[src/rtl/truth_table_scanner.sv]
// Sweep-and-capture self-check for an N-input combinational function: drives every
// input vector on x, samples s after a settle delay, and builds a minterm mask and count.
module truth_table_scanner #(
    parameter int N      = 4,
    parameter int SETTLE = 1
) (
    input  logic              clk,
    input  logic              rst_n,
    input  logic              start,
    output logic [N-1:0]      x,
    input  logic              s,
    input  logic [2**N-1:0]   expected,
    output logic              busy,
    output logic              done,
    output logic [2**N-1:0]   mask,
    output logic [N:0]        ones,
    output logic              match
);

    localparam int W  = 2**N;
    localparam int OW = N + 1;
    localparam int CW = (SETTLE > 0) ? $clog2(SETTLE + 1) : 1;
    localparam logic [CW-1:0] SETTLE_C = CW'(SETTLE);
    localparam logic [N-1:0]  X_LAST   = '1;

    typedef enum logic [1:0] {IDLE, HOLD, FINISH} state_t;

    state_t          state;
    state_t          state_next;
    logic [CW-1:0]   cnt;
    logic            sample;
    logic [W-1:0]    mask_upd;

    assign sample = (state == HOLD) && (cnt == '0);

    always_ff @(posedge clk or negedge rst_n) begin
        if (!rst_n) state <= IDLE;
        else        state <= state_next;
    end

    always_comb begin
        state_next = state;
        unique case (state)
            IDLE:    if (start) state_next = HOLD;
            HOLD:    if (sample && (x == X_LAST)) state_next = FINISH;
            FINISH:  state_next = IDLE;
            default: state_next = IDLE;
        endcase
    end

    always_comb begin
        busy = (state == HOLD);
        done = (state == FINISH);
    end

    // Mask as it will look after this edge; the last vector's sample must be
    // included when match is registered on the FINISH entry edge.
    always_comb begin
        mask_upd    = mask;
        mask_upd[x] = s;
    end

    always_ff @(posedge clk or negedge rst_n) begin
        if (!rst_n) begin
            x     <= '0;
            mask  <= '0;
            ones  <= '0;
            match <= 1'b0;
            cnt   <= '0;
        end else begin
            unique case (state)
                IDLE: begin
                    if (start) begin
                        x     <= '0;
                        mask  <= '0;
                        ones  <= '0;
                        match <= 1'b0;
                        cnt   <= SETTLE_C;
                    end
                end
                HOLD: begin
                    if (cnt != '0) begin
                        cnt <= cnt - CW'(1);
                    end else begin
                        mask <= mask_upd;
                        ones <= ones + OW'(s);
                        if (x == X_LAST) begin
                            match <= (mask_upd == expected);
                        end else begin
                            x   <= x + N'(1);
                            cnt <= SETTLE_C;
                        end
                    end
                end
                FINISH: x <= '0;
                default: ;
            endcase
        end
    end

endmodule

[config.mk]
export PLATFORM = sky130hd
export DESIGN_NAME = truth_table_scanner
export DESIGN_NICKNAME = d
export VERILOG_FILES = /design/src/rtl/truth_table_scanner.sv
export SDC_FILE = /design/constraint.sdc
export NUM_CORES = 1
export LEC_CHECK = 0
export CORE_ASPECT_RATIO = 1.75
export CORE_MARGIN = 2
export CORE_UTILIZATION = 45
export DETAILED_ROUTE_END_ITERATION = 8
export GPL_TIMING_DRIVEN = 0
export PLACE_DENSITY = 0.73
export RECOVER_POWER = 50
export SYNTH_ARGS = -nofsm -noshare
export SYNTH_HDL_FRONTEND = slang
export SYNTH_SLANG_ARGS = --single-unit
[constraint.sdc]
create_clock -name clk -period 3.7 [get_ports clk]
set_clock_uncertainty 0.15 [all_clocks]
set_input_delay 0.74 -clock clk [delete_from_list [all_inputs] [get_ports clk]]
set_output_delay 0.74 -clock clk [all_outputs]
set_load 0.01 [all_outputs]
==> impl_metrics.toml <==
[floorplanning]
fp.dieArea_um2 = 5360
pin_count = 48
chipWidth_um = 56.2
core_um2 = 4620
die_h_um = 95.4
row_count = 33
start_util_pct = 46.5

[sta]
finalHoldViolations = 0
slew_headroom_pct = -10.3
report.final.slew_viol_count = 30
period_share_pct = 80.8
period_needed_ns = 2.99
holdWs_ns = 0.370
setup_viol = 0
fmax_mhz = 335
worst_slew_pin_slew_ns = 1.65
final.setup.tns_ns = 0
rsz0062_at_grt = "false"

[power]
power_density_nw_per_um2 = 672
switching_share_pct = 44.9
p_clk_share_pct = 14.1
p_int_mw = 1.02
power.leakage_nw = 1.17
p_comb_share_pct = 57.7
p_switching_mw = 0.831
vdd_drop_max_mv = 0.500
seq_power_share_pct = 28.2

[yosys]
postSynthAreaPerCell_um2 = 8.80
synth-seq-cells = 29
syn_nets = 273
ys_top_cells_by_area = "dfrtp_1 (34%), o21ai_0 (6.8%), ha_1 (5.2%)"
ys.flop_type = "dfrtp_1"
synthTopCellsByCount = "dfrtp_1 (29), o21ai_0 (29), nor2_1 (21)"
synthArstFlopShare_pct = 100
postSynthCellCount = 244
yosys_warnings = 0
seq_area_frac_synth_pct = 33.8
synth_edf_count = 0
synth_top_cell_by_area = "dfrtp_1"
synth_top_area_share_pct = 33.8
syn_area_um2 = 2150
ys_types = 43

[detailed_routing]
drt_iter0_drc = 73
top_layer_used = "met4"
wl_per_cell_um = 18.4
viasPerCell = 6.03
finalWirelength_mm = 6.46
wl_met2_mm = 3.43
drtAntennaViolNets = 0
wl_met1_mm = 2.50
wl_met3_um = 299
dr.pass1.iters = 4
vias = 2116
drc = 0

[layout]
syn2layout_area_growth_pct = 28.2
fin_util_pct = 59.6
n_antenna_cell = 0
stdcell_count = 351
layout.nets = 327
drive_gt1_share_pct = 8.03
postLayoutCellArea_um2 = 2750

[critical_path]
end_kind = "flop"
crit_type = "in2reg"
required_ns = 3.69
crit_fanout = 10
rr_worst_depth = 7
cp_data_arrival_time_ns = 2.98
critPathLaunchType = "input pin"

[hold_path]
hold_path_class = "reg2reg"
hold-path-cell-count = 2

[clock_tree]
clk-insertion-delay-late_ns = 0.28
htreeDepth = 2
clock_path_buffers = 2
cts_buffers = 5
postCtsResizedCells = 0
clock_sinks = 29
postCtsSetupRepairBufs = 0
root_buffer = "clkbuf_8"
clk_pin_slew_worst_paths_ns = 0.07
ctsHoldBuffers = 0
cts_tree = "done"

[grt]
grt_usage_pct = 24.6
grt_max_degree = 30
antenna_found_initial = 0
grt_pass1_wl_mm = 10.2
grt_pass1_vias = 2147
grt_remaining_overflow = 0

[placed_design]
dp.cells = 343
placed_cell_area_um2 = 2680
dp_hpwl_mm = 4.86
portBuffers = 47
place_congestion = 0.895

[status]
run_status = "complete, but fails checks"
violations = "capacitance limit, slew limit"

[job]
cap_viol_max_count = 1
==> sequential cells by signal, summed over array words and instances, names as in the netlist <==
| name | cells |
|---|---|
| cnt | 1 |
| mask | 16 |
| match | 1 |
| ones | 5 |
| state | 2 |
| x | 4 |
==> layout make-up <==
class / count / area [um2]
Clock inverter: 2 / 10.0
Sequential cell: 29 / 726
Timing Repair Buffer: 47 / 464
Clock buffer: 6 / 72.6
Buffer: 13 / 78.8
Inverter: 12 / 45.0
Multi-Input combinational cell: 190 / 1290
Tap cell: 52 / 65.1
Fill cell: 444 / 1870
==> critical path: stages <==
cell           delay (ns)
dlygate4sd3_1        0.60
nor3b_1              0.60
nor2_1               0.33
clkbuf_1             0.36
o21ai_0              0.24
o21ai_0              0.11
==> through the flow <==
step                power, mW  worst slack, ns
floorplan                1.17             1.54
global placement         1.59            0.606
detailed placement       1.60            0.506
CTS                      1.86            0.796
global route             1.98            0.608
finish                   1.85            0.711
==> cell families (layout without fill, tap and decap cells) <==
family          Yosys count  in the layout  share of synthesized area, %
compound gates           69             69                          21.1
xor+xnor                 14             14                          5.71
mux                       9              9                          4.25
flops                    29             29                          33.8
simple gates             89             89                          24.1
buf+inv                  25             80                          5.82
fa+ha+maj                 9              9                          5.24
==> placed cells by master, fill, tap and decap left out, drive strengths merged, types with 2 or more instances in the layout <==
| cell | instances |
|---|---|
| clkdlybuf4s50 | 38 |
| o21ai | 30 |
| dfrtp | 29 |
| nor2 | 21 |
| nand2b | 14 |
| inv | 12 |
| nand2 | 11 |
| clkbuf | 11 |
| a21oi | 10 |
| xor2 | 9 |
| ha | 9 |
| buf | 9 |
| mux2i | 8 |
| dlygate4sd3 | 8 |
| nor3b | 8 |
| nand3 | 7 |
| o2bb2ai | 7 |
| nand3b | 7 |
| nor2b | 6 |
| xnor2 | 5 |
| nand4 | 4 |
| o22ai | 4 |
| a2111oi | 4 |
| a22o | 3 |
| nor3 | 3 |
| and3 | 2 |
| and3b | 2 |
| nor4 | 2 |
| o32ai | 2 |
| clkinv | 2 |
==> power by group through the flow <==
stage	Combinational, mW	Clock [mW]	Sequential, mW
4_1_cts	1.07	0.263	0.523
6_report	1.07	0.262	0.521
2_1_floorplan	0.624	0	0.550
5_1_grt	1.17	0.272	0.538
3_3_place_gp	1.06	0	0.525
3_5_place_dp	1.07	0	0.528
==> metal layers <==
metal / vias to the layer above / GRT usage (%)
met2: 81 / 44.1
met5: - / 0
met4: 0 / 14.1
met1: 1028 / 27.1
li1: 987 / -
met3: 20 / 4.21
==> worst paths after layout <==
path / start / endpoint / slack (ns)
min in group asynchronous: rst_n / match / 0.73
min reg2reg: match / match / 0.37
min: match / match / 0.37
max reg2reg: x[1] / match / 1.16
max in group asynchronous: rst_n / mask[15] / 1.72
max: start / mask[0] / 0.71
Note: power is estimated with default switching activity, not from simulation.
